$ cat config.mk
export PLATFORM = sky130hd
export DESIGN_NAME = skid_slice
export DESIGN_NICKNAME = d
export VERILOG_FILES = /design/src/rtl/skid_pkg.sv /design/src/rtl/sat_counter.sv /design/src/rtl/skid_slice.sv
export SDC_FILE = /design/constraint.sdc
export NUM_CORES = 1
export LEC_CHECK = 0
export ABC_CLOCK_PERIOD_IN_PS = 2200
export BUFFER_PORTS_ARGS = -buffer_cell sky130_fd_sc_hd__buf_2
export CAP_MARGIN = 0
export CORE_MARGIN = 2
export CORE_UTILIZATION = 25
export DETAILED_ROUTE_END_ITERATION = 16
export PLACE_DENSITY = 0.41
export SLEW_MARGIN = 20
export SYNTH_ARGS = -nofsm -noshare
export SYNTH_HDL_FRONTEND = slang
export SYNTH_HIERARCHICAL = 1
export SYNTH_SLANG_ARGS = --single-unit
$ cat constraint.sdc
create_clock -name c -period 2.2 [get_ports c]
set_input_delay 0.22 -clock c [delete_from_list [all_inputs] [get_ports c]]
set_output_delay 0.22 -clock c [all_outputs]
set_load 0.05 [all_outputs]
$ cat src/rtl/skid_pkg.sv
// Shared state encodings for two-entry valid/ready stream stages.
// The state encoding doubles as the occupancy count.
package skid_pkg;

  typedef enum logic [1:0] {
    SKID_EMPTY = 2'd0,
    SKID_ONE   = 2'd1,
    SKID_FULL  = 2'd2
  } skid_state_e;

  typedef logic [1:0] skid_occ_t;

  function automatic skid_occ_t skid_occ(input skid_state_e s);
    return skid_occ_t'(s);
  endfunction

endpackage

$ cat src/rtl/sat_counter.sv
// Saturating up-counter with synchronous clear; sticks at all-ones instead of wrapping.
module sat_counter #(
  parameter int unsigned W = 16
) (
  input  logic         c,
  input  logic         rst_n,
  input  logic         clr,
  input  logic         inc,
  output logic [W-1:0] q
);

  always_ff @(posedge c) begin
    if (!rst_n) begin
      q <= '0;
    end else if (clr) begin
      q <= '0;
    end else if (inc && (q != '1)) begin
      q <= q + 1'b1;
    end
  end

endmodule

$ cat src/rtl/skid_slice.sv
// Two-entry valid/ready register slice: out_valid, out_data and in_ready all come
// straight from flops, cutting both the forward and the reverse timing path.
module skid_slice
  import skid_pkg::*;
#(
  parameter int unsigned        WIDTH = 1,
  parameter logic [WIDTH-1:0]   INIT  = '0,
  parameter int unsigned        CNT_W = 16
) (
  input  logic             c,
  input  logic             rst_n,
  input  logic             flush,
  input  logic             in_valid,
  output logic             in_ready,
  input  logic [WIDTH-1:0] in_data,
  output logic             out_valid,
  input  logic             out_ready,
  output logic [WIDTH-1:0] out_data,
  output logic [1:0]       occupancy,
  output logic [CNT_W-1:0] stall_cnt
);

  skid_state_e      state_q, state_d;
  logic [WIDTH-1:0] main_q, skid_q, main_d;
  logic             out_valid_q, in_ready_q;
  logic [1:0]       occ_q;
  logic             accept, emit, stall_inc;
  logic             main_ld, main_from_skid, skid_ld;

  always_comb begin
    accept    = in_valid & in_ready_q;
    emit      = out_valid_q & out_ready;
    stall_inc = out_valid_q & ~out_ready;
  end

  always_ff @(posedge c) begin
    if (!rst_n) begin
      state_q <= SKID_EMPTY;
    end else begin
      state_q <= state_d;
    end
  end

  always_comb begin
    state_d = state_q;
    if (flush) begin
      state_d = SKID_EMPTY;
    end else begin
      unique case (state_q)
        SKID_EMPTY: if (accept) state_d = SKID_ONE;
        SKID_ONE: begin
          if (accept && !emit) begin
            state_d = SKID_FULL;
          end else if (!accept && emit) begin
            state_d = SKID_EMPTY;
          end
        end
        SKID_FULL:  if (emit) state_d = SKID_ONE;
        default:    state_d = SKID_EMPTY;
      endcase
    end
  end

  // Data-register load controls; flush suppresses every load so nothing accepted survives.
  always_comb begin
    main_ld        = 1'b0;
    main_from_skid = 1'b0;
    skid_ld        = 1'b0;
    if (!flush) begin
      unique case (state_q)
        SKID_EMPTY: main_ld = accept;
        SKID_ONE: begin
          main_ld = accept & emit;
          skid_ld = accept & ~emit;
        end
        SKID_FULL: begin
          main_ld        = emit;
          main_from_skid = emit;
        end
        default: ;
      endcase
    end
    main_d = main_from_skid ? skid_q : in_data;
  end

  // Handshake flags are registered from the next state so they align with state_q.
  always_ff @(posedge c) begin
    if (!rst_n) begin
      main_q      <= INIT;
      skid_q      <= INIT;
      out_valid_q <= 1'b0;
      in_ready_q  <= 1'b0;
      occ_q       <= '0;
    end else begin
      out_valid_q <= (state_d != SKID_EMPTY);
      in_ready_q  <= (state_d != SKID_FULL);
      occ_q       <= skid_occ(state_d);
      if (flush) begin
        main_q <= INIT;
        skid_q <= INIT;
      end else begin
        if (main_ld) main_q <= main_d;
        if (skid_ld) skid_q <= in_data;
      end
    end
  end

  sat_counter #(
    .W(CNT_W)
  ) u_stall_cnt (
    .c    (c),
    .rst_n(rst_n),
    .clr  (flush),
    .inc  (stall_inc),
    .q    (stall_cnt)
  );

  always_comb begin
    out_valid = out_valid_q;
    in_ready  = in_ready_q;
    out_data  = main_q;
    occupancy = occ_q;
  end

endmodule

After elaboration in Yosys (flattened, before gate mapping):

Index checks and enable logic that the tools add are counted.

* register bits: 22
* latch bits: 0
* memory bits (writable): 0
* bits in read-only memories: 0
* input port bits: 6
* word-level logic and storage cells: 40
* memories: 0

* $add $sub $neg: 1
* multiply operators: 0
* div/mod/pow operators: 0
* order comparisons: 0
* equality and inequality tests: 4
* shifts and indexed selects: 0
* multiplexer cells: 13
* bitwise operators: 8
* reduce and logical (&&, ||, !) cells: 8

Operator list (count)
* $add 16x1->16 const B: 1
* $ne 16x16->1 const B: 1
* $mux 2: 5
* $mux 1: 6
* $pmux 2 s3: 1
* $and 1x1->1: 5
* $logic_and 1x1->1: 3
* $not 1->1: 3
* $pmux 1 s3: 1
* $eq 2x1->1 const B: 1
* $eq 2x2->1 const B: 1
* $logic_not 1->1: 2
* $logic_not 2->1: 1
* $ne 2x2->1 const B: 1
* $reduce_bool 2->1: 1
* $reduce_or 2->1: 1

Longest topological paths before layout:

Gate-level depths: netlist of run 1.

* depth after elaboration: 8
* depth in mapped cells: 5
* mapped depth without buffers: 5

Modules after synthesis:

Netlist of run 1, hierarchy kept.

Modules (own cells, without submodules)
* sat_counter: times used 1, cells each 91, area each 864.6 um^2, sequential area each 320.3 um^2
* skid_slice: times used 1, cells each 33, area each 342.8 um^2, sequential area each 120.1 um^2

Least setup slack after synthesis of run 1:

No wires, ideal clock.

* path type: register -> register
* start point: reg out_valid_q (netlist: out_valid)
* end point: reg u_stall_cnt.q[9]
* library setup time: 0.071 ns
* arrival time: 1.982 ns
* slack: 0.147 ns
* stages on the path, launching flop included: 6
* path buffers: 0
* cells stage by stage: dfxtp_1 > nor2b_1 > and4_2 > nand3_4 > or4_1 > a21oi_1

* word-level cells in the longest chain between the ends: 2

RTL lines
* start: declaration: RTL line skid_slice.sv:25 `logic out_valid_q, in_ready_q;`
* start signal: assignment: RTL line skid_slice.sv:95 `out_valid_q <= (state_d != SKID_EMPTY);`
* $and 1x1->1: RTL line skid_slice.sv:33 `stall_inc = out_valid_q & ~out_ready;`
* net stall_inc: RTL line skid_slice.sv:27 `logic accept, emit, stall_inc;`
* $logic_and 1x1->1: RTL line sat_counter.sv:17 `end else if (inc && (q != '1)) begin`
* end signal: assignment: RTL line sat_counter.sv:18 `q <= q + 1'b1;`
* end: declaration: RTL line sat_counter.sv:9 `output logic [W-1:0] q`

The timed path passes the listed nets, and every way through them passes these cells.
A chain may end at the register's enable or synchronous reset.

Final worst setup path of run 1:

Same ends and word-level chain as after synthesis.

==> metrics.md, run 1 <==
| Metric | Value |
|---|---|
| Part of the cycle the worst path needs | a little over four fifths |
| Cell with the most instances after synthesis | dfxtp_1 |
| TNS Setup | 0 ns |
| Crit path kind | reg2reg |
| Minimum clock period | 1.87 ns |
| Net count after synthesis | 131 |
| Top cells by count, synth | 22 x dfxtp_1, 10 x nor2_1, 7 x nand2_1 |
| Setup slack at placement | 0.357 ns |
| Hold-fix buffers, CTS | 0 |
| Worst setup path start | out_valid$_SDFF_PN0_ |
| Crit path max-delay family | simple AND/OR/NAND/NOR gates |
| ANT nets after route | 0 |
| Final worst setup slack | 0.334 ns |
| Synth warn | 6 |
| Die Height | 73.5 µm |
| Worst R2R Path Depth | 5 |
| Top-Level Pins | 27 |
| CTS Sinks | 22 |
| CTS max path bufs | 2 |
| CTS clock-pin slew for the worst setup and hold paths | 0.08 ns |
| Final Setup Violations | 0 |
| Die ar. | between 0.005 and 0.006 mm² |
| Highest Signal Layer | met4 |
| Clock Skew | approximately 0.0038 ns |
| Row count | 25 |
| Area share of the largest cell type after synthesis | a little over a third |
| Slew Limit Fails | 0 |
| CP startpoint kind | register |
| EDFF count, synth | 0 |
| Cell type with the largest total area after synthesis | dfxtp_1 |
| Area grow syn2layout | 20.6% |
| FFs w/ async S/R, synth | 0% |
| Routability congestion estimate from global placement | 0.779 |
| Largest net degree at the start of global routing | 13 |
| Post-CTS Setup Bufs | 0 |
| Number of fill cells | 514 |
| DRT Pass-1 Iters | 4 |
| VDD IR max | roughly 240 µV |
| Die W | roughly 73 µm |
| Rel. slew slack | 62.6% |
| Max Clk Rate | 0.536 GHz |
| Adder-cell area share of the yosys netlist | between 1 and 1.5% |
| Worst setup EP type | register |
| Drt via density | between 5 and 6 |
| Synth Area in XOR/XNOR | under 10% |
| Initial antenna violation count | 0 |
| Status | complete, no violations |
| DP Cell Count | 203 |
| Worst-path cell chain | nor2b_1, and4_2, nand3_4, or4_1, a21oi_1 |
| CP Data Required Time | between 2 and 2.5 ns |
| Layout cells sized above 1 | 30.1% |
| Leakage | 0.567 nW |
| Worst skew pair latency | 0.26 ns |
| Drt drc | 0 |
| Post-cts repair resize count | 0 |
| Routed WL | 2.95 mm |
| R2R Setup Slk | 0.33 ns |
| Max stage delay on crit path | 0.43 ns |
| Largest family of logic cells by synthesized area | simple AND/OR/NAND/NOR gates |
| MaxCap Viol Count | 0 |
| Power Dens Cells | 519 mW/mm² |
| Number of global-route vias before repair | 996 |
| Number of CTS-inserted buffers | 3 |
| Simple-gate share of the synthesized area | 34.6% |
| Via count | 1088 |
| Clk root buf | clkbuf_8 |
| Register bit total from synthesis | 22 |
| Multiplexer share of the synthesized area | 0.829% |
| Initial Util | 25.7% |
| Number of distinct library cells after synthesis | 48 |
| H-tree level count | 1 |
| Synthesized instance count | 124 |
| Final net count | 161 |
| Top cells by area, synth | dfxtp_1 36%, nand4_4 3.5%, nor2_1 3.1% |
| DP HPWL | 2.18 mm |
| Met2 routed WL | 1.33 mm |
| Core Region | 0.00469 mm² |
| Avg WL per Cell | approximately 14 µm |
| 1st-iter DRT viols | between 50 and 60 |
| Antenna Cells | 0 |
| M1 WL | 1.47 mm |
| Critical path arrival | 2.06 ns |
| RR Startpoint | out_valid$_SDFF_PN0_ |
| Port bufs | 26 |
| CTS tree | built |
| Synth Cell Area | between 0.001 and 0.0015 mm² |
| WP buf/inv | 0 |
| RSZ-0062 raised after global routing | no |
| Mean post-synth cell area | 9.74 µm² |
| Overall Global Routing Usage | 11.3% |
| Finished Layout Cells | 207 |
| Grt total ovfl | 0 |
| RR Endpoint | u_stall_cnt/q[9]$_SDFFE_PP0P_ |
| Ys flop type | dfxtp_1 |
| Post-synthesis compound-gate area fraction | 22.9% |
| Slowest cell on crit path | or4_1 |
| Global-route wire length before repair | 4.72 mm |
| Post-synthesis sequential area ratio | approximately 36% |
| Worst Path Max Fanout | 9 |
| Min Hold Slack | 0.189 ns |
| Worst Tran Pin Value | 0.560 ns |
| Hold Path Class | in2reg |
| Critical Path Stages | 5 |
| Setup crit end | u_stall_cnt/q[9]$_SDFFE_PP0P_ |
| Met3 wire len | 129 µm |
| Hold Violations, Final | 0 |
[flip-flops by register name (all words and copies together) (netlist names)]
signal,flops
out_data,1
out_valid,1
u_stall_cnt/q,16
in_ready,1
skid_q,1
occupancy,2
[report_power, final]
| part | internal [mW] | total [mW] | switching [mW] |
|---|---|---|---|
| Combinational | 0.0181 | 0.0509 | 0.0329 |
| Clock | 0.160 | 0.299 | 0.139 |
| Sequential | 0.401 | 0.405 | 0.00438 |
[cell type report]
| class | count | area (µm²) | share of cell area, % |
|---|---|---|---|
| Multi-Input combinational cell | 98 | 752 | 51.6 |
| Sequential cell | 22 | 440 | 30.2 |
| Timing Repair Buffer | 26 | 130 | 8.93 |
| Tap cell | 54 | 67.6 | 4.64 |
| Clock buffer | 4 | 55.1 | 3.78 |
| Inverter | 3 | 11.3 | 0.773 |
[through the flow]
step                cell area, µm²  util, %  power, mW
global route                  1460     31.0      0.786
finish                        1460     31.0      0.755
global placement              1400     29.9      0.466
CTS                           1460     31.0      0.772
floorplan                     1210        -      0.448
detailed placement            1400     29.9      0.466
[worst min path at each step]
stage                     cells past startpoint  slack (ns)                   to   from
after global routing                          2        0.20  in_ready$_SDFF_PN0_  rst_n
after detailed placement                      2        0.47  in_ready$_SDFF_PN0_  rst_n
final                                         2        0.19  in_ready$_SDFF_PN0_  rst_n
after global placement                        2        0.46  in_ready$_SDFF_PN0_  rst_n
after CTS                                     2        0.18  in_ready$_SDFF_PN0_  rst_n
after floorplan                               1        0.34  in_ready$_SDFF_PN0_  rst_n
[kinds of logic (layout without fill, tap and decap cells)]
kind of cell    Yosys count  after routing
compound gates           33             33
xor+xnor                  4              4
fa+ha+maj                 1              1
buf+inv                   4             33
flops                    22             22
mux                       1              1
simple gates             59             59
[routing by layer]
| metal | GRT usage [%] | vias to the layer above |
|---|---|---|
| li1 | - | 542 |
| met1 | 14.7 | 519 |
| met2 | 18.1 | 25 |
| met3 | 2.88 | 2 |
| met4 | 4.24 | 0 |
| met5 | 0 | - |
[cell usage in the layout (no fill, tap or decap), types with 4 or more instances in the layout]
cell | netlist | routed
nand2b_1 | 5 | 5
nand2_1 | 7 | 7
nand3_1 | 5 | 5
dfxtp_1 | 22 | 22
clkbuf_8 | 0 | 4
o21ai_0 | 5 | 5
a21oi_1 | 6 | 6
and2_1 | 4 | 4
buf_2 | 0 | 26
nor2_1 | 10 | 10
Note: power is estimated with default switching activity, not from simulation.
==> inputs of run 2 (changes only) <==
Settings changed: ABC_CLOCK_PERIOD_IN_PS 2200 to 1800.
Clock period 2.2 ns to 1.8 ns, I/O delays scaled along.
==> run 2 against run 1 <==
Net effect: count of clock-buffer cells in the layout stayed put; sequential share of layout area hardly changed; via count stayed put; first-iteration DRC count is 39% lower; largest cell class unchanged.
==> metrics.md, run 2 (synthesis gave the netlist of run 1 again) <==
| Metric | Value |
|---|---|
| CTS Sinks | 22 |
| Reg area | approximately 450 µm² |
| Die Height | approximately 73 µm |
| Status | complete, no violations |
| Min Hold Slack | 0.168 ns |
| Final worst setup slack | between 0.1 and 0.15 ns |
| Clk root buf | clkbuf_8 |
| VDD IR max | 220 µV |
| MaxCap Viol Count | 0 |
| Hold Violations, Final | 0 |
| Post-route cell area | between 0.001 and 0.0015 mm² |
| Number of fill cells | 505 |
| Final net count | roughly 160 |
| Placed Area | roughly 0.0014 mm² |
| Routed WL | 2.92 mm |
| Slowest cell on crit path | or4_1 |
| 1st-iter DRT viols | 31 |
| CTS clock-pin slew for the worst setup and hold paths | 0.08 ns |
| Core Region | 0.00469 mm² |
| Power Dens Cells | about 620 mW/mm² |
| Avg WL per Cell | ~14 µm |
| Worst Path Max Fanout | 9 |
| Die W | 73.5 µm |
| Max reg flops | 16 |
| Part of the cycle the worst path needs | 93.8% |
| CP startpoint kind | register |
| Crit path max-delay family | simple AND/OR/NAND/NOR gates |
| RSZ-0062 raised after global routing | no |
| Most common cell after layout, fill and taps aside | buf_2 |
| DRT Pass-1 Iters | 4 |
| Max Clk Rate | 0.593 GHz |
| Top-Level Pins | 27 |
| Worst skew pair latency | 0.26 ns |
| Antenna Cells | 0 |
| Slew Limit Fails | 0 |
| Worst-path cell chain | nor2b_2, and4_4, nand3_4, or4_1, a21oi_1 |
| Worst setup EP type | register |
| Final Setup Violations | 0 |
| Row count | 25 |
| Overall Global Routing Usage | 11.5% |
| Number of global-route vias before repair | 1022 |
| Multi-input logic area | 756 µm² |
| Port bufs | 26 |
| Crit path kind | reg2reg |
| WP buf/inv | 0 |
| Routability congestion estimate from global placement | 0.833 |
| Initial antenna violation count | 0 |
| Setup slack at placement | between 0.08 and 0.09 ns |
| Number of CTS-inserted buffers | 3 |
| Largest net degree at the start of global routing | 13 |
| Critical path arrival | 1.88 ns |
| CP Data Required Time | 1.99 ns |
| DP HPWL | about 2.2 mm |
| Hold Path Class | in2reg |
| Rel. slew slack | 64.0% |
| Layout cells sized above 1 | 35.5% |
| Area grow syn2layout | 22.8% |
| Global-route wire length before repair | between 4 and 5 mm |
| CTS tree | built |
| Clock Skew | 0.00498 ns |
| CTS max path bufs | 2 |
| Drt via density | about 5.2 |
| Die ar. | 0.00540 mm² |
| H-tree level count | 1 |
| Leakage | 0.580 nW |
| ANT nets after route | 0 |
| Initial Util | roughly 26% |
| Drt drc | 0 |
| Minimum clock period | 1.69 ns |
| Worst Tran Pin Value | about 0.54 ns |
| Most frequent cells in the layout | 26 x buf_2, 16 x dfxtp_1, 10 x nor2_1 |
| Via count | around 1.1k |
| Grt total ovfl | 0 |
| Largest Register | u_stall_cnt/q |
| Max stage delay on crit path | 0.41 ns |
==> run 2: path summary, 6_finish.rpt <==
path / start / end / slack [ns] / depth (start not counted)
setup / recovery: out_valid$_SDFF_PN0_ / u_stall_cnt/q[9]$_SDFFE_PP0P_ / 0.11 / 5
hold / removal: rst_n / in_ready$_SDFF_PN0_ / 0.17 / 2
setup reg to reg: out_valid$_SDFF_PN0_ / u_stall_cnt/q[9]$_SDFFE_PP0P_ / 0.11 / 5
hold reg to reg: skid_q$_SDFFE_PP0P_ / out_data$_SDFFE_PP0P_ / 0.51 / 2
==> run 2: power breakdown <==
group          leakage (nW)  total, mW  switching (mW)  internal (mW)
sequential            0.181      0.496         0.00551          0.490
clock                0.0288      0.357           0.163          0.195
combinational         0.371     0.0644          0.0407         0.0237
total                 0.580      0.918           0.209          0.709
==> run 2: repair_timing <==
| action | CTS | global route |
|---|---|---|
| resized for setup | 0 | 2 |
| hold buffers | 0 | 0 |
| endpoints found under the hold margin | 0 | 0 |
| setup buffers | 0 | 0 |
| setup endpoints to repair | 0 | 3 |
==> run 2: layer usage <==
layer / global-route usage [%] / vias to the layer above / part of all wire (%)
li1: - / 546 / -
met1: 15.4 / 521 / 49
met2: 18.2 / 19 / 47
met3: 2.33 / 2 / 3.3
met4: 4.24 / 0 / 0.82
met5: 0 / - / 0
==> run 2: worst reg2reg max path, stage by stage, from the launching register on <==
cell	delay (ns)
dfxtp_2	0.37
nor2b_2	0.24
and4_4	0.31
nand3_4	0.13
or4_1	0.42
a21oi_1	0.16
==> run 2: stage by stage <==
step	total power [mW]	instances	setup TNS [ns]	util, %
4_1_cts	0.934	209	0	31.6
3_3_place_gp	0.571	205	0	30.4
3_5_place_dp	0.572	205	0	30.4
6_report	0.918	209	0	31.6
2_1_floorplan	0.548	124	-0.000418	-
5_1_grt	0.966	209	0	31.6
==> run 2: cell type report <==
| class | instances | area share, % |
|---|---|---|
| inverters | 3 | 0.759 |
| clock buffers | 4 | 3.71 |
| repair buffers | 28 | 9.79 |
| well taps | 54 | 4.56 |
| multi-input cells | 98 | 51.0 |
| flip-flops and latches | 22 | 30.2 |
==> inputs of run 3 (changes only) <==
Settings changed: CORE_UTILIZATION 25 to 35, PLACE_DENSITY 0.41 to 0.54, SYNTH_HIERARCHICAL 1 to default.
==> run 3 against run 2 <==
Net effect: non-clock buffer count increased by 3; via count is 7.5% higher; setup slack improved by 0.0063 ns.
==> metrics.md, run 3 <==
| Metric | Value |
|---|---|
| Mean post-synth cell area | a little over 8 µm² |
| Worst setup EP type | register |
| Hold-fix buffers, CTS | 0 |
| CTS clock-pin slew for the worst setup and hold paths | 0.13 ns |
| CTS tree | built |
| Row count | 20 |
| Worst Tran Pin Value | 0.504 ns |
| Critical path arrival | between 1.5 and 2 ns |
| Number of global-route vias before repair | 1066 |
| Number of CTS-inserted buffers | 3 |
| Drt via density | around 5.5 |
| FFs w/ async S/R, synth | 0% |
| Ys flop type | dfxtp_1 |
| Area grow syn2layout | 23.6% |
| Top cells by count, synth | 22 x dfxtp_1, 15 x nand2_1, 14 x a21oi_1 |
| Most frequent cells in the layout | 26 x buf_2, 15 x nand2_1, 12 x a21oi_1, 12 x dfxtp_1 |
| VDD IR max | 214 µV |
| CTS Sinks | 22 |
| Synth warn | 0 |
| Routability congestion estimate from global placement | just under 0.9 |
| M1 WL | about 1.4 mm |
| Slowest cell on crit path | or4_1 |
| WP buf/inv | 0 |
| Synthesized instance count | 140 |
| DRT Pass-1 Iters | 4 |
| Clock Skew | 0.00645 ns |
| H-tree level count | 1 |
| Synth Cell Area | about 0.0011 mm² |
| Multi-input logic area | 691 µm² |
| Min-delay src | rst_n |
| CP startpoint kind | register |
| CP Data Required Time | about 2.1 ns |
| Reg area | 458 µm² |
| Routed WL | 2.82 mm |
| Grt total ovfl | 0 |
| Overall Global Routing Usage | 16.7% |
| Largest net degree at the start of global routing | 13 |
| Die W | 61.2 µm |
| 1st-iter DRT viols | 29 |
| Crit path max-delay family | simple AND/OR/NAND/NOR gates |
| Part of the cycle the worst path needs | 93.4% |
| Total power | between 0.7 and 0.8 mW |
| Rel. slew slack | between 60% and 70% |
| Max Clk Rate | 0.595 GHz |
| RSZ-0062 raised after global routing | no |
| Net count after synthesis | between 100 and 150 |
| ANT nets after route | 0 |
| Antenna Cells | 0 |
| Initial antenna violation count | 0 |
| Worst Path Max Fanout | 7 |
| Layout cells sized above 1 | 34.1% |
| Core Region | slightly above 0.003 mm² |
| Met2 routed WL | around 1.2 mm |
| Worst setup path start | u_stall_cnt.q[1]$_SDFFE_PP0P_ |
| Port bufs | 26 |
| Max reg flops | 16 |
| Worst skew pair latency | slightly above 0.3 ns |
| Power Dens Cells | approximately 560 mW/mm² |
| Leakage | 0.501 nW |
| Slew Limit Fails | 0 |
| Met3 wire len | 106 µm |
| Largest Register | u_stall_cnt.q |
| Post-CTS Setup Bufs | 0 |
| Most common cell after layout, fill and taps aside | buf_2 |
| Max stage delay on crit path | 0.49 ns |
| MaxCap Viol Count | 0 |
| TNS Setup | 0 ns |
| Minimum clock period | between 1.5 and 2 ns |
| DP HPWL | 2.13 mm |
| Register bit total from synthesis | 22 |
| Via count | approximately 1.2k |
| Status | complete, no violations |
| Crit path kind | reg2reg |
| Post-synthesis sequential area ratio | between 30% and 40% |
| Top-Level Pins | 27 |
| Global-route wire length before repair | 4.63 mm |
| Area share of the largest cell type after synthesis | 38.4% |
| RR Startpoint | u_stall_cnt.q[1]$_SDFFE_PP0P_ |
| Critical Path Stages | 5 |
| Cell with the most instances after synthesis | dfxtp_1 |
| Avg WL per Cell | 13.2 µm |
| Final Setup Violations | 0 |
| Number of fill cells | between 300 and 400 |
| Cell type with the largest total area after synthesis | dfxtp_1 |
| Highest Signal Layer | met4 |
| Hold Path Class | in2reg |
| Hold path depth | 2 |
| Clk root buf | clkbuf_4 |
| EDFF count, synth | 0 |
| Die ar. | approximately 0.0037 mm² |
| Drt drc | 0 |
| Worst R2R Path Depth | 5 |
| Hold Violations, Final | 0 |
| Number of distinct library cells after synthesis | 38 |
| Worst-path cell chain | ha_4, nand4_1, or2_4, or4_1, a21oi_2 |
| Initial Util | around 37% |
| CTS max path bufs | 2 |
| Top cells by area, synth | dfxtp_1 38%, a21oi_1 6.1%, nand2_1 4.9% |
| Die Height | just over 60 µm |
| Final net count | 178 |
run 3: metrics by stage:
stage          area [µm²]  std cells  hold slack [ns]  setup WS, ns  utilization, %
2_1_floorplan        1190        140            0.298       -0.0106               -
3_5_place_dp         1380        210            0.416        0.0985            44.8
4_1_cts              1410        214           0.0801        0.0566            45.7
6_report             1420        214           0.0888         0.119            46.0
3_3_place_gp         1380        210            0.417         0.151            44.8
5_1_grt              1420        214           0.0752        0.0113            46.0
run 3: final timing paths:
kind / slack (ns) / endpoint
worst max register to register: 0.12 / u_stall_cnt.q[8]$_SDFFE_PP0P_
worst min-delay path: 0.09 / in_ready$_SDFF_PN0_
worst min register to register: 0.51 / skid_q$_SDFFE_PP0P_
worst max-delay path: 0.12 / u_stall_cnt.q[8]$_SDFFE_PP0P_
run 3: kinds of logic after synthesis:
logic type               synth area share, %
AO/OA/AOI/OAI                           22.9
multiplexers                            1.75
adder cells (fa/ha/maj)                 1.09
flip-flops                              38.4
buffers and inverters                   4.37
AND/OR/NAND/NOR                         31.4
run 3: power breakdown:
part	total (mW)	internal [mW]	switching [mW]
Sequential	0.494	0.488	0.00532
Clock	0.246	0.0865	0.159
Combinational	0.0583	0.0187	0.0396
Total	0.798	0.594	0.204
run 3: repair_timing:
action | in CTS | in global routing
endpoints found under the setup margin | 0 | 2
hold endpoints to repair | 0 | 0
gates resized for setup | 0 | 4
run 3: per-layer routing:
layer | GRT usage [%] | vias up
met4 | 9.63 | 0
met1 | 21.6 | 541
met5 | 0 | -
met2 | 24.9 | 25
met3 | 4.41 | 4
li1 | - | 600
run 3: final cells by class:
class,count,area share [%]
Sequential cell,22,32.3
Timing Repair Buffer,31,11.8
Multi-Input combinational cell,108,48.8
Tap cell,44,3.89
Inverter,5,1.33
Clock buffer,4,1.86
run 3: worst reg2reg max path, delay by kind of cell (launching register included):
| family | cells | cell delay, ns |
|---|---|---|
| AOI/OAI and AO/OA | 1 | 0.12 |
| and+or+nand+nor | 3 | 0.92 |
| adders and majority gates | 1 | 0.17 |
| DFF | 1 | 0.40 |
